===== src/rtl/ip_sel_switch_ctrl.sv =====
// ip_sel_switch_ctrl
// Sequences hand-over of the shared pad ring between NUM_IP selectable IP cores.
// The raw ip_sel pads are synchronised and debounced. On an accepted change the
// outgoing IP is drained (or timed out) and isolated. All IPs are then held in
// reset while the pad mux moves. Finally only the newly selected IP is released,
// and the pad-valid flag rises in that same cycle.
module ip_sel_switch_ctrl #(
  parameter int NUM_IP          = 6,
  parameter int SEL_W           = 3,
  parameter int SYNC_STAGES     = 2,
  parameter int STABLE_CYCLES   = 1024,
  parameter int DRAIN_CYCLES    = 256,
  parameter int RST_HOLD_CYCLES = 64
) (
  input  logic              sys_clk_i,
  input  logic              rst_n_i,
  input  logic [SEL_W-1:0]  ip_sel_i,
  input  logic [NUM_IP-1:0] ip_idle_i,
  output logic [NUM_IP-1:0] ip_rst_n_o,
  output logic [SEL_W-1:0]  pad_sel_o,
  output logic              pad_sel_vld_o,
  output logic              busy_o,
  output logic              sel_err_o
);

  localparam int STAB_W    = $clog2(STABLE_CYCLES + 1);
  localparam int PHASE_MAX = (DRAIN_CYCLES > RST_HOLD_CYCLES) ? DRAIN_CYCLES : RST_HOLD_CYCLES;
  localparam int PHASE_W   = $clog2(PHASE_MAX + 1);

  localparam logic [STAB_W-1:0]  STAB_LIMIT = STAB_W'(STABLE_CYCLES);
  localparam logic [PHASE_W-1:0] DRAIN_LAST = PHASE_W'(DRAIN_CYCLES - 1);
  localparam logic [PHASE_W-1:0] HOLD_LAST  = PHASE_W'(RST_HOLD_CYCLES - 1);
  localparam logic [SEL_W:0]     NUM_IP_EXT = (SEL_W + 1)'(NUM_IP);
  localparam logic [NUM_IP-1:0]  IP_ONE     = {{(NUM_IP - 1){1'b0}}, 1'b1};

  typedef enum logic [2:0] {
    BOOT    = 3'd0,
    ACTIVE  = 3'd1,
    DRAIN   = 3'd2,
    ISOLATE = 3'd3,
    HOLD    = 3'd4,
    RELEASE = 3'd5
  } state_t;

  // Synchroniser chain; index 0 samples the pads, the last stage is sel_s.
  logic [SYNC_STAGES-1:0][SEL_W-1:0] sync_reg;
  logic [SEL_W-1:0]                  sel_s;
  logic [SEL_W-1:0]                  sel_pre;

  logic [STAB_W-1:0]  stab_cnt_reg;
  logic [STAB_W-1:0]  stab_cnt_next;
  logic               sel_stable;
  logic               sel_legal;

  state_t             state_reg;
  state_t             state_next;
  logic [PHASE_W-1:0] phase_cnt_reg;
  logic [PHASE_W-1:0] phase_cnt_next;
  logic [SEL_W-1:0]   tgt_reg;
  logic [SEL_W-1:0]   tgt_next;
  logic [SEL_W-1:0]   pad_sel_reg;
  logic [SEL_W-1:0]   pad_sel_next;
  logic               sel_err_reg;

  logic [NUM_IP-1:0]  ip_rst_n;
  logic               pad_vld;
  logic               busy;

  assign sel_s     = sync_reg[SYNC_STAGES-1];
  assign sel_pre   = sync_reg[SYNC_STAGES-2];
  assign sel_legal = ({1'b0, sel_s} < NUM_IP_EXT);
  assign sel_stable = (stab_cnt_reg == STAB_LIMIT);

  // Shift the raw pad value through the synchroniser flops.
  always_ff @(posedge sys_clk_i or negedge rst_n_i) begin
    if (!rst_n_i) begin
      sync_reg <= '0;
    end else begin
      sync_reg <= {sync_reg[SYNC_STAGES-2:0], ip_sel_i};
    end
  end

  // Stability count: zeroed in the cycle sel_s takes a new value, otherwise saturating increment.
  always_comb begin
    stab_cnt_next = stab_cnt_reg;
    if (sel_pre != sel_s) begin
      stab_cnt_next = '0;
    end else if (stab_cnt_reg != STAB_LIMIT) begin
      stab_cnt_next = stab_cnt_reg + STAB_W'(1);
    end
  end

  // Stability counter register.
  always_ff @(posedge sys_clk_i or negedge rst_n_i) begin
    if (!rst_n_i) begin
      stab_cnt_reg <= '0;
    end else begin
      stab_cnt_reg <= stab_cnt_next;
    end
  end

  // Sticky illegal-select flag, refreshed by every stable value.
  always_ff @(posedge sys_clk_i or negedge rst_n_i) begin
    if (!rst_n_i) begin
      sel_err_reg <= 1'b0;
    end else if (sel_stable) begin
      sel_err_reg <= ~sel_legal;
    end
  end

  // FSM state, phase counter, target and pad mux select registers.
  always_ff @(posedge sys_clk_i or negedge rst_n_i) begin
    if (!rst_n_i) begin
      state_reg     <= BOOT;
      phase_cnt_reg <= '0;
      tgt_reg       <= '0;
      pad_sel_reg   <= '0;
    end else begin
      state_reg     <= state_next;
      phase_cnt_reg <= phase_cnt_next;
      tgt_reg       <= tgt_next;
      pad_sel_reg   <= pad_sel_next;
    end
  end

  // Next-state and Moore outputs; the pad mux only moves on HOLD entry, while valid is low.
  always_comb begin
    state_next     = state_reg;
    phase_cnt_next = phase_cnt_reg;
    tgt_next       = tgt_reg;
    pad_sel_next   = pad_sel_reg;
    ip_rst_n       = '0;
    pad_vld        = 1'b0;
    busy           = 1'b1;
    case (state_reg)
      BOOT: begin
        if (sel_stable && sel_legal) begin
          tgt_next       = sel_s;
          pad_sel_next   = sel_s;
          phase_cnt_next = '0;
          state_next     = HOLD;
        end
      end
      ACTIVE: begin
        ip_rst_n = IP_ONE << pad_sel_reg;
        pad_vld  = 1'b1;
        busy     = 1'b0;
        if (sel_stable && sel_legal && (sel_s != pad_sel_reg)) begin
          tgt_next       = sel_s;
          phase_cnt_next = '0;
          state_next     = DRAIN;
        end
      end
      DRAIN: begin
        ip_rst_n = IP_ONE << pad_sel_reg;
        pad_vld  = 1'b1;
        if (ip_idle_i[pad_sel_reg] || (phase_cnt_reg == DRAIN_LAST)) begin
          state_next = ISOLATE;
        end else begin
          phase_cnt_next = phase_cnt_reg + PHASE_W'(1);
        end
      end
      ISOLATE: begin
        pad_sel_next   = tgt_reg;
        phase_cnt_next = '0;
        state_next     = HOLD;
      end
      HOLD: begin
        if (phase_cnt_reg == HOLD_LAST) begin
          state_next = RELEASE;
        end else begin
          phase_cnt_next = phase_cnt_reg + PHASE_W'(1);
        end
      end
      RELEASE: begin
        ip_rst_n   = IP_ONE << pad_sel_reg;
        pad_vld    = 1'b1;
        state_next = ACTIVE;
      end
      default: begin
        state_next = BOOT;
      end
    endcase
  end

  assign ip_rst_n_o    = ip_rst_n;
  assign pad_sel_o     = pad_sel_reg;
  assign pad_sel_vld_o = pad_vld;
  assign busy_o        = busy;
  assign sel_err_o     = sel_err_reg;

endmodule


===== config.mk =====
export PLATFORM = sky130hd
export DESIGN_NAME = ip_sel_switch_ctrl
export DESIGN_NICKNAME = d
export VERILOG_FILES = /design/src/rtl/ip_sel_switch_ctrl.sv
export SDC_FILE = /design/constraint.sdc
export NUM_CORES = 1
export LEC_CHECK = 0
export BUFFER_PORTS_ARGS = -buffer_cell sky130_fd_sc_hd__buf_4
export CORE_MARGIN = 5
export CORE_UTILIZATION = 60
export DETAILED_ROUTE_END_ITERATION = 7
export GPL_TIMING_DRIVEN = 0
export PLACE_DENSITY = 0.84
export SLEW_MARGIN = 25
export SYNTH_ARGS = -nofsm -noshare
export SYNTH_HDL_FRONTEND = slang
export SYNTH_SLANG_ARGS = --single-unit

===== constraint.sdc =====
create_clock -name sys_clk_i -period 3.88 [get_ports sys_clk_i]
set_clock_uncertainty 0.1 [all_clocks]
set_input_delay 0.388 -clock sys_clk_i [delete_from_list [all_inputs] [get_ports sys_clk_i]]
set_output_delay 0.388 -clock sys_clk_i [all_outputs]
set_load 0.005 [all_outputs]

# ---- After elaboration in Yosys (flattened, before gate mapping)
# Cells that the tools add are included.
dict set report word_totals {
  reg_bits 36
  in_bits 11
  out_inout_bits 12
  word_cells 65
}
dict set report classes {
  add_sub_neg 2
  order_cmp 2
  eq_ne 17
  shifts 1
  n_mux 21
  bitwise_logic 1
  n_reduce_logical 13
}
# operator count
set ops {}
lappend ops {{one-hot mux 9 bit (5 select lines)} 1}
lappend ops {{2-to-1 mux 9 bit} 4}
lappend ops {{2-to-1 mux 11 bit} 2}
lappend ops {{2-to-1 mux 3 bit} 6}
lappend ops {{one-hot mux 3 bit (6 select lines)} 1}
lappend ops {{!= test 2 bit, second input constant} 6}
lappend ops {{one-hot mux 3 bit (2 select lines)} 2}
lappend ops {{adder 11 x 1 -> 11 bit, second input constant} 1}
lappend ops {{equality test 11 bit, second input constant} 1}
lappend ops {{!= test 11 bit, second input constant} 1}
lappend ops {{adder 9 x 1 -> 9 bit, second input constant} 1}
lappend ops {{equality test 9 x 6 -> 1 bit, second input constant} 1}
lappend ops {{equality test 9 x 8 -> 1 bit, second input constant} 1}
lappend ops {{equality test 3 x 2 -> 1 bit, second input constant} 2}
lappend ops {{equality test 3 bit, second input constant} 2}
lappend ops {{2-to-1 mux 6 bit} 1}
lappend ops {{!= test 3 bit} 2}
lappend ops {{nonzero test 2 bit} 3}
lappend ops {{<< shifter 1 x 3 -> 6 bit, first input constant} 1}
lappend ops {{AND reduction 5 bit} 1}
lappend ops {{nonzero test 5 bit} 1}
lappend ops {{less-than comparator 3 x 4 -> 1 bit, second input constant} 1}
lappend ops {{AND reduction 4 bit} 1}
lappend ops {{binary-select mux 1 bit (select 3 bit)} 1}
lappend ops {{10 further kinds} 13}

# ---- Logic depth before layout (Yosys ltp)
# Gate-level depths: netlist of run 1.
dict set report logic_depth {
  ltp_word 5
  mapped_depth 9
  ltp_nobuf 8
}

# ---- Worst setup path after synthesis of run 1
# OpenSTA, ideal clock, no wires.
dict set report synth_path {
  path_kind {flip-flop to flip-flop}
  start {register phase_cnt_reg[0]}
  end {register phase_cnt_reg[2]}
  arrival_ns 2.321
  required_ns 3.656
  path_slack_ns 1.335
  path_stages_with_launch 10
  path_buffers 1
  period_less_slack_ns 2.545
  path_cell_list {dfrtp_1 ha_1 and3_1 and3_1 and3_1 ha_1 o31a_1 buf_2 or3_1 a2bb2oi_1}
}
dict set report synth_via {
  elab_chain_len 4
  word_cells_on_any_way 10
  cone_classes {1 x add/sub; 4 x eq/ne; 3 x mux; 2 x reduce/logical}
}
# item line_no
set synth_lines {}
lappend synth_lines {{from (decl)} 57} ;# logic [PHASE_W-1:0] phase_cnt_reg;
lappend synth_lines {{from (signal assigned)} 120} ;# phase_cnt_reg <= phase_cnt_next;
lappend synth_lines {{branches (longest 4 deep; another with adder 9 x 1 -> 9 bit)} n/a}
# Parallel ways; which one is timed is not known. The select of a mux whose other input is x is not followed.
# A chain may end at the register's enable or synchronous reset.

# ---- Final worst setup path of run 1
# Same ends and word-level chain as after synthesis.

==> results of run 1 <==
-- metal layers --
metal	GRT usage	vias up	share of wire
li1	-	745	-
met1	0.246	710	0.42
met2	0.337	51	0.49
met3	0.0595	12	0.062
met4	0.107	0	0.029
met5	0	-	0
-- placed cells by master (no fill, tap or decap), types with 4 or more instances in the layout --
| master | Yosys | routed |
|---|---|---|
| and3_1 | 9 | 9 |
| buf_4 | 0 | 22 |
| a21oi_1 | 10 | 10 |
| clkbuf_1 | 3 | 4 |
| o41ai_1 | 6 | 6 |
| ha_1 | 4 | 4 |
| nor3_1 | 8 | 8 |
| xnor2_1 | 5 | 5 |
| nor2_1 | 24 | 24 |
| dfrtp_1 | 36 | 36 |
| or3_1 | 4 | 4 |
| clkbuf_4 | 0 | 5 |
| inv_1 | 7 | 7 |
| nand3_1 | 13 | 13 |
| xor2_1 | 12 | 12 |
| mux2i_1 | 7 | 7 |
| nand2_1 | 10 | 10 |
-- cell type report --
class                   instances  area, um^2  share of cell area
plain buffers                   6        38.8              0.0175
clock buffers                   6        41.3              0.0186
clock inverters                 2        35.0              0.0158
inverters                       7        26.3              0.0119
multi-input cells             143         943               0.426
flip-flops and latches         36         901               0.407
well taps                      44        55.1              0.0248
repair buffers                 23         175              0.0791
-- metrics by stage --
step	util	total power, mW	hold slack, ns
2_1_floorplan	-	0.403	-0.00759
3_3_place_gp	0.698	0.420	0.261
3_5_place_dp	0.698	0.422	0.263
4_1_cts	0.726	0.682	0.0253
5_1_grt	0.726	0.707	0.0130
6_report	0.726	0.671	0.0469
-- worst max-delay path: cells and delay by family, from the launching register on --
kind	cells	cell delay, ns
adder cells (fa/ha/maj)	2	0.45
AO/OA/AOI/OAI	2	0.45
buffers and inverters	1	0.17
flip-flops	1	0.42
AND/OR/NAND/NOR	4	1.04
-- logic make-up (layout without fill, tap and decap cells) --
logic type,Yosys count,in the layout,share of synthesized area
adders and majority gates,4,4,0.0262
muxes,10,10,0.0544
and+or+nand+nor,82,82,0.231
xor gates and xnor gates,17,17,0.0780
DFF,36,36,0.472
buffers and inverters,13,44,0.0341
AOI/OAI and AO/OA,30,30,0.105
-- worst max-delay path by stage --
stage,end,from,cells after the start
2_1_floorplan,phase_cnt_reg[2]$_DFFE_PN0P_,phase_cnt_reg[0]$_DFFE_PN0P_,9
3_3_place_gp,phase_cnt_reg[2]$_DFFE_PN0P_,phase_cnt_reg[0]$_DFFE_PN0P_,9
3_5_place_dp,phase_cnt_reg[5]$_DFFE_PN0P_,phase_cnt_reg[0]$_DFFE_PN0P_,9
4_1_cts,phase_cnt_reg[5]$_DFFE_PN0P_,phase_cnt_reg[0]$_DFFE_PN0P_,9
5_1_grt,phase_cnt_reg[5]$_DFFE_PN0P_,phase_cnt_reg[0]$_DFFE_PN0P_,9
6_report,phase_cnt_reg[2]$_DFFE_PN0P_,phase_cnt_reg[0]$_DFFE_PN0P_,9
-- power breakdown --
group	internal (mW)	total (mW)	switching (mW)
clock network	0.135	0.256	0.121
registers	0.379	0.385	0.00535
logic	0.0140	0.0307	0.0167
total	0.528	0.671	0.143
==> impl_metrics.csv, run 1 <==
group,metric,value,unit
place,gp_congestion,0.859,
detailed_routing,wl,3950,um
sta,setup_tns,0,ns
run,drv_cap,0,
worst_setup_path,arrival,2.86,ns
place,dpl_cell_area,2130,um^2
cts,clkLatencyLatePin,0.34,ns
grt,overflow,0,
cts,cts-resized-gates,0,
floorplanning,dieArea,4410,um^2
worst_hold_path,hp-class,"in2reg",
worst_setup_path,cp-end-kind,"register",
worst_setup_path,cpMaxStageDelayCell,"dfrtp_1",
sta,drv_slew,0,
cts,cts_tree,"built",
worst_setup_path,cpPeakStageDelay,0.42,ns
synth,synth_cell_types,37,
power,leakage,1.03,nW
detailed_routing,routed_via_density,5.69,
place,place_hpwl,2930,um
synth,synth_commonest_cells,"dfrtp_1, nor2_1, nand3_1, xor2_1",
detailed_routing,drtIter0Drc,107,
synth,synth_edf_count,0,
sta,slew_headroom,0.607,
sta,setup_slack,1.15,ns
worst_setup_path,timing.rr.start,"phase_cnt_reg[0]$_DFFE_PN0P_",
finish,diodes,0,
worst_setup_path,worstSetupStartpointType,"register",
finish,largest_reg_flops,11,
synth,yosysMostFrequentCell,"dfrtp_1",
outcome,run_status,"finished, final reports clean",
worst_hold_path,hold_end,"sel_pre[2]$_DFF_PN0_",
worst_setup_path,worstPathRequired,4.01,ns
detailed_routing,firstDrtPassIters,4,
cts,postCtsSetupBuffers,0,
worst_hold_path,hold_start,"ip_sel_i[2]",
sta,fmax,0.366,GHz
floorplanning,num_io_pins,23,
place,io_buffers,22,
cts,cts_buffers,5,
finish,finalNonFillerCells,267,
cts,h-tree-depth,2,
sta,rsz0062_at_grt,"false",
synth,synth_top_area_cell,"dfrtp_1",
worst_setup_path,crit_type,"reg2reg",
detailed_routing,wl_per_cell,14.8,um
finish,area_delta_synth_final,16.1,%
floorplanning,fp.coreArea,3050,um^2
sta,setup_viol,0,
finish,nets,237,
floorplanning,placementRows,20,
cts,clock_path_buffers,2,
cts,ctsHoldBuffers,1,
finish,post_route_cells_drive_above_1_share,0.175,
cts,cts-root-buf,"clkbuf_4",
grt,grt_pass1_vias,1550,
cts,cts.sinks,36,
detailed_routing,ant_nets,0,
synth,synthArstFlopShare,1.00,
synth,yosys-top-cells-area,"dfrtp_1, xor2_1, nor2_1",
synth,synth_top_flop_cell,"dfrtp_1",
synth,avgSynthCellArea,9.94,um^2
synth,ys_seq_area_frac,0.472,
finish,fillers,236,
worst_hold_path,hold_depth,1,
sta,fin_crit,2.73,ns
floorplanning,initial_core_util,0.625,
worst_setup_path,r2r_setup_slack,1.15,ns
synth,syn-num-nets,207,
sta,period_share,0.704,
floorplanning,die_h,66.4,um
synth,ys_ff_latch,36,
grt,grt_pass1_wl,6890,um
grt,antenna_found_initial,0,
power,p_per_area,303,nW/um^2
synth,synthCells,192,
sta,worst-slew-pin-transition,0.589,ns
worst_setup_path,r2r_end,"phase_cnt_reg[2]$_DFFE_PN0P_",
place,place_ws,1.17,ns
worst_setup_path,crit_top_cell,"and3_1",
worst_setup_path,crit_path_max_fanout,9,
synth,yosys_warnings,0,
sta,finalHoldViolations,0,
finish,final_area,2220,um^2
worst_setup_path,path_cells,"ha_1 > and3_1 > and3_1 > and3_1 > ha_1 > o31a_1 > buf_2 > or3_1 > a2bb2oi_1",
detailed_routing,drc,0,
power,vdd_ir_drop_max,0.231,mV
place,dp.cells,258,
detailed_routing,vias,1518,
grt,grt_max_degree,37,
worst_setup_path,r2r_cells,9,
cts,clk_pin_slew,0.11,ns
synth,synth_top_area_share,0.472,
floorplanning,fp.dieW,66.4,um
synth,synth.cell_area,1910,um^2
grt,grt_util_all_layers,0.207,
No activity file was read; power rests on OpenSTA's default activity.
==> run 2, diff against run 1 <==
--- a/config.mk
+++ b/config.mk
@@ -5,12 +5,13 @@
 export SDC_FILE = /design/constraint.sdc
 export NUM_CORES = 1
 export LEC_CHECK = 0
+export ABC_AREA = 1
 export BUFFER_PORTS_ARGS = -buffer_cell sky130_fd_sc_hd__buf_4
 export CORE_MARGIN = 5
-export CORE_UTILIZATION = 60
+export CORE_UTILIZATION = 52
 export DETAILED_ROUTE_END_ITERATION = 7
 export GPL_TIMING_DRIVEN = 0
-export PLACE_DENSITY = 0.84
+export PLACE_DENSITY = 0.77
 export SLEW_MARGIN = 25
 export SYNTH_ARGS = -nofsm -noshare
 export SYNTH_HDL_FRONTEND = slang
==> constraint.sdc (replaced) <==
create_clock -name sys_clk_i -period 2.5 [get_ports sys_clk_i]
set_clock_uncertainty 0.1 [all_clocks]
set_input_delay 0.25 -clock sys_clk_i [delete_from_list [all_inputs] [get_ports sys_clk_i]]
set_output_delay 0.25 -clock sys_clk_i [all_outputs]
set_load 0.005 [all_outputs]
==> impl_metrics.csv, run 2 <==
group,metric,value,unit
detailed_routing,ant_nets,0,
worst_hold_path,hp-class,"in2reg",
outcome,run_status,"finished, final reports clean",
worst_setup_path,worstSetupStartpointType,"register",
floorplanning,num_io_pins,23,
sta,slew_headroom,0.700,
finish,post_route_cells_drive_above_1_share,0.170,
finish,mostFrequentLayoutCells,"nand2_1, dfrtp_1, inv_1, nand3_1, nor2_1",
grt,grt_max_degree,37,
grt,grt_util_all_layers,0.184,
finish,nets,343,
synth,synth.cell_area,2120,um^2
worst_setup_path,arrival,2.31,ns
floorplanning,die_h,73.9,um
floorplanning,placementRows,23,
place,place_hpwl,3230,um
cts,postCtsSetupBuffers,0,
detailed_routing,drtIter0Drc,131,
synth,synth_xor_area_frac,0.0248,
grt,antenna_found_initial,0,
worst_setup_path,r2r_cells,16,
synth,yosys_warnings,0,
cts,clock_path_buffers,2,
grt,grt_pass1_vias,1796,
cts,cts_tree,"built",
sta,fmax,0.458,GHz
synth,yosys.area_share.simple,0.355,
sta,finalHoldViolations,0,
sta,drv_slew,0,
power,leakage,1.24,nW
synth,synth_cell_types,23,
worst_setup_path,r2r_end,"phase_cnt_reg[3]$_DFFE_PN0P_",
detailed_routing,wl,4360,um
sta,period_share,0.874,
sta,worst-slew-pin-transition,0.450,ns
synth,syn-num-nets,310,
run,drv_cap,0,
detailed_routing,drc,0,
synth,ys_seq_area_frac,0.425,
floorplanning,fp.dieW,73.9,um
worst_hold_path,hold_start,"ip_idle_i[4]",
place,dpl_cell_area,2350,um^2
finish,diodes,0,
synth,yosys-top-cells-area,"dfrtp_1, nand2_1, nand3_1",
cts,ctsHoldBuffers,4,
floorplanning,initial_core_util,0.534,
power,vdd_ir_drop_max,0.312,mV
cts,cts-root-buf,"clkbuf_8",
grt,grt_pass1_wl,7780,um
finish,largest_reg_flops,11,
sta,fin_crit,2.18,ns
finish,multiInputGateArea,1050,um^2
synth,synthArstFlopShare,1.00,
synth,synth_compound_area_frac,0.0926,
synth,synth.mux.area_fraction,0,
synth,synth_top_flop_cell,"dfrtp_1",
worst_hold_path,hold_end,"state_reg[1]$_DFFE_PN0P_",
worst_setup_path,worstPathRequired,2.62,ns
place,io_buffers,22,
synth,synthAdderAreaFrac,0.0236,
finish,final_area,2500,um^2
place,gp_congestion,0.876,
sta,setup_tns,0,ns
cts,cts-resized-gates,0,
synth,avgSynthCellArea,7.19,um^2
detailed_routing,routed_via_density,5.07,
cts,h-tree-depth,2,
detailed_routing,vias,1921,
floorplanning,dieArea,5460,um^2
worst_setup_path,r2r_setup_slack,0.32,ns
finish,fillers,358,
power,p_per_area,470,nW/um^2
synth,synth_top_family_by_area,"simple AND/OR/NAND/NOR gates",
sta,setup_viol,0,
synth,synthCells,295,
detailed_routing,wl_per_cell,11.5,um
worst_setup_path,timing.rr.start,"phase_cnt_reg[0]$_DFFE_PN0P_",
detailed_routing,firstDrtPassIters,4,
cts,clkLatencyLatePin,0.29,ns
sta,rsz0062_at_grt,"false",
synth,synth_edf_count,0,
synth,yosysMostFrequentCell,"nand2_1",
floorplanning,fp.coreArea,3970,um^2
synth,synth_top_area_cell,"dfrtp_1",
cts,clk_pin_slew,0.08,ns
synth,synth_top_area_share,0.425,
synth,synth_commonest_cells,"nand2_1, dfrtp_1, inv_1, nand3_1, nor2_1",
cts,cts.sinks,36,
finish,layout_commonest_cell,"nand2_1",
synth,ys_ff_latch,36,
cts,cts_buffers,5,
grt,overflow,0,
finish,register_area,901,um^2
worst_setup_path,cp-end-kind,"register",
worst_hold_path,hold_depth,6,
finish,area_delta_synth_final,17.9,%
worst_setup_path,crit_path_max_fanout,9,
worst_setup_path,crit_type,"reg2reg",
run 2: changes by cell type after synthesis, moves of 6 or more:
cell	before	now
inv_2	0	10
nand2_1	10	88
o41ai_1	6	0
xor2_1	12	2
and3_1	9	0
inv_1	7	32
mux2i_1	7	0
nand3_1	13	29
o21ai_0	3	20
run 2: cell type report:
type,count,area share
multi-input combinational,216,0.421
sequential,36,0.360
timing repair buffer,26,0.0820
inverter,42,0.0630
clock buffer,5,0.0275
tap,50,0.0250
clock inverter,3,0.0170
buffer,1,0.00450
run 2: worst max-delay path, cell delays in order (launching register included):
cell and delay [ns]:
dfrtp_1 0.39, ha_1 0.20, nand2_1 0.07, inv_1 0.08, nand2_1 0.08, nor3_1 0.20, nand2_1 0.10, nor2_1 0.13
ha_1 0.16, inv_1 0.04, nand2_1 0.06, nor2_2 0.04, nand2_2 0.09, nand2_1 0.07, nand3_2 0.17, nand2_1 0.07
nand2_1 0.06
run 2: cell families (layout without fill, tap and decap cells):
kind of cell / count (synthesis) / count (layout)
AOI/OAI and AO/OA: 36 / 36
xor gates and xnor gates: 6 / 6
adders and majority gates: 4 / 4
buffers and inverters: 43 / 77
DFF: 36 / 36
and+or+nand+nor: 170 / 170
run 2: worst max path at each step:
stage | from | endpoint | depth (start not counted)
6_report | phase_cnt_reg[0]$_DFFE_PN0P_ | phase_cnt_reg[3]$_DFFE_PN0P_ | 16
5_1_grt | phase_cnt_reg[0]$_DFFE_PN0P_ | phase_cnt_reg[2]$_DFFE_PN0P_ | 16
3_3_place_gp | phase_cnt_reg[0]$_DFFE_PN0P_ | phase_cnt_reg[1]$_DFFE_PN0P_ | 16
3_5_place_dp | phase_cnt_reg[0]$_DFFE_PN0P_ | phase_cnt_reg[7]$_DFFE_PN0P_ | 16
2_1_floorplan | phase_cnt_reg[0]$_DFFE_PN0P_ | phase_cnt_reg[0]$_DFFE_PN0P_ | 16
4_1_cts | phase_cnt_reg[0]$_DFFE_PN0P_ | phase_cnt_reg[3]$_DFFE_PN0P_ | 16
run 2: routing by layer:
layer,GRT usage,vias to the layer above,wire length [um]
met4,0.0503,0,55
met1,0.237,876,1970
met3,0.0520,4,265
met2,0.303,40,2070
met5,0,-,0
li1,-,1001,-
run 2: where the power goes:
group	internal, mW	switching [mW]	total (mW)
registers	0.588	0.00707	0.596
clock network	0.295	0.221	0.516
logic	0.0276	0.0365	0.0641
total	0.911	0.265	1.18
run 2: metrics by stage:
stage	hold WS [ns]	cells	worst slack, ns	power, mW	util
4_1_cts	0.292	379	0.297	1.19	0.630
3_3_place_gp	0.134	367	0.364	0.666	0.592
2_1_floorplan	-0.146	295	0.570	0.637	-
5_1_grt	0.314	379	0.0128	1.23	0.630
6_report	0.287	379	0.315	1.18	0.630
3_5_place_dp	0.137	367	0.322	0.668	0.592
==> run 3, diff against run 2 <==
==> constraint.sdc (replaced) <==
create_clock -name sys_clk_i -period 2.5 [get_ports sys_clk_i]
set_clock_uncertainty 0.1 [all_clocks]
set_input_delay 0.5 -clock sys_clk_i [delete_from_list [all_inputs] [get_ports sys_clk_i]]
set_output_delay 0.5 -clock sys_clk_i [all_outputs]
set_load 0.005 [all_outputs]
==> impl_metrics.csv, run 3 (synthesized netlist as in run 2, its figures left out) <==
group,metric,value,unit
cts,cts.sinks,36,
grt,overflow,0,
cts,postCtsSetupBuffers,0,
worst_setup_path,crit_path_max_fanout,6,
worst_setup_path,arrival,1.61,ns
cts,h-tree-depth,2,
floorplanning,dieArea,5460,um^2
power,leakage,1.23,nW
power,vdd_ir_drop_max,0.313,mV
worst_setup_path,worstSetupStartpointType,"register",
floorplanning,num_io_pins,23,
finish,mostFrequentLayoutCells,"nand2_1, dfrtp_1, inv_1, nand3_1, nor2_1",
grt,grt_pass1_vias,1781,
finish,fillers,359,
floorplanning,placementRows,23,
worst_setup_path,cp.depth,6,
sta,finalHoldViolations,0,
detailed_routing,wl_per_cell,11.3,um
detailed_routing,drc,0,
power,seq_power_share,0.510,
power,switchingPower,0.261,mW
outcome,run_status,"finished, final reports clean",
cts,cts-resized-gates,0,
sta,fin_crit,2.21,ns
finish,multiInputGateArea,1050,um^2
run,drv_cap,0,
finish,largest_reg_flops,11,
worst_setup_path,crit_family,"simple AND/OR/NAND/NOR gates",
floorplanning,initial_core_util,0.534,
worst_hold_path,hp-class,"in2async",
cts,clk_pin_slew,0.08,ns
cts,ctsHoldBuffers,0,
detailed_routing,firstDrtPassIters,4,
worst_setup_path,cpPeakStageDelay,0.45,ns
sta,setup_tns,0,ns
detailed_routing,drtIter0Drc,116,
detailed_routing,routed_via_density,4.98,
finish,post_route_cells_drive_above_1_share,0.172,
worst_setup_path,cp-end-kind,"output pin",
sta,worst-slew-pin-transition,0.445,ns
grt,antenna_found_initial,0,
cts,cts_tree,"built",
floorplanning,die_h,73.9,um
grt,grt_max_degree,37,
finish,nets,339,
cts,cts-root-buf,"clkbuf_8",
cts,clock_path_buffers,2,
grt,grt_pass1_wl,7660,um
worst_setup_path,r2r_cells,16,
power,p_comb_frac,0.050,
place,io_buffers,22,
floorplanning,fp.dieW,73.9,um
detailed_routing,wl,4250,um
grt,grt_util_all_layers,0.182,
power,p_per_area,475,nW/um^2
sta,drv_slew,0,
detailed_routing,ant_nets,0,
finish,area_delta_synth_final,16.0,%
place,gp_congestion,0.876,
sta,rsz0062_at_grt,"false",
cts,clkLatencyLatePin,0.29,ns
finish,register_area,901,um^2
worst_setup_path,crit_type,"reg2out",
place,place_hpwl,3230,um
worst_setup_path,path_cells,"inv_2 > nand3_1 > nand2_1 > nand2_1 > nor3_1 > buf_4",
finish,layout_commonest_cell,"nand2_1",
finish,diodes,0,
power,internal_power,0.907,mW
worst_setup_path,critPathBufInv,2,
power,netSwitchingFraction,0.223,
detailed_routing,vias,1868,
sta,period_share,0.883,
worst_setup_path,cpMaxStageDelayCell,"dfrtp_1",
sta,fmax,0.453,GHz
power,total_power,1.17,mW
power,clock_power_share,0.440,
sta,slew_headroom,0.704,
floorplanning,fp.coreArea,3970,um^2
sta,setup_viol,0,
worst_setup_path,crit_top_cell,"nand2_1",
worst_setup_path,worstPathRequired,1.90,ns
cts,cts_buffers,5,
-- run 3: final timing paths --
kind / from / to / slack, ns
max: state_reg[2]$_DFFE_PN0P_ / ip_rst_n_o[2] / 0.29
max reg2reg: phase_cnt_reg[0]$_DFFE_PN0P_ / phase_cnt_reg[3]$_DFFE_PN0P_ / 0.31
min in group sys_clk_i: ip_sel_i[1] / sel_pre[1]$_DFF_PN0_ / 0.22
min: rst_n_i / sel_s[1]$_DFF_PN0_ / 0.05
min reg2reg: sel_pre[1]$_DFF_PN0_ / sel_s[1]$_DFF_PN0_ / 0.29
max in group asynchronous: rst_n_i / phase_cnt_reg[3]$_DFFE_PN0P_ / 1.93
-- run 3: layout make-up --
| class | instances | area share |
|---|---|---|
| buffer | 1 | 0.00458 |
| clock buffer | 5 | 0.0280 |
| clock inverter | 3 | 0.0173 |
| inverter | 42 | 0.0641 |
| multi-input combinational | 216 | 0.428 |
| sequential | 36 | 0.366 |
| tap | 50 | 0.0254 |
| timing repair buffer | 22 | 0.0671 |
-- run 3: worst reg2reg max path, cell delays in order, from the launching register on --
cell,delay (ns)
dfrtp_1,0.39
ha_1,0.21
nand2_1,0.07
inv_1,0.08
nand2_1,0.08
nor3_1,0.20
nand2_1,0.10
nor2_1,0.13
ha_1,0.16
inv_1,0.04
nand2_1,0.06
nor2_2,0.04
nand2_2,0.09
nand2_1,0.07
nand3_2,0.17
nand2_1,0.08
nand2_1,0.06
-- run 3: layer usage --
layer  track usage  part of all wire  vias up
li1              -                 -      992
met2         0.300              0.48       37
met1         0.232              0.45      835
met3        0.0506             0.060        4
met5             0                 0        -
met4        0.0503             0.012        0
-- run 3: per-stage QoR --
stage          hold WS, ns  std cells  area, um^2  setup WS (ns)   util
2_1_floorplan        0.104        295        2120          0.570      -
3_3_place_gp         0.279        367        2350          0.364  0.592
3_5_place_dp         0.281        367        2350          0.322  0.592
4_1_cts             0.0688        375        2460          0.297  0.620
5_1_grt             0.0886        375        2460         0.0128  0.620
6_report            0.0541        375        2460          0.292  0.620
-- run 3: power groups by stage --
| stage | registers [mW] | clock network [mW] | logic (mW) |
|---|---|---|---|
| detailed placement | 0.607 | 0 | 0.0608 |
| floorplan | 0.605 | 0 | 0.0314 |
| global placement | 0.607 | 0 | 0.0593 |
| global route | 0.597 | 0.559 | 0.0691 |
| finish | 0.595 | 0.514 | 0.0586 |
| CTS | 0.595 | 0.526 | 0.0609 |
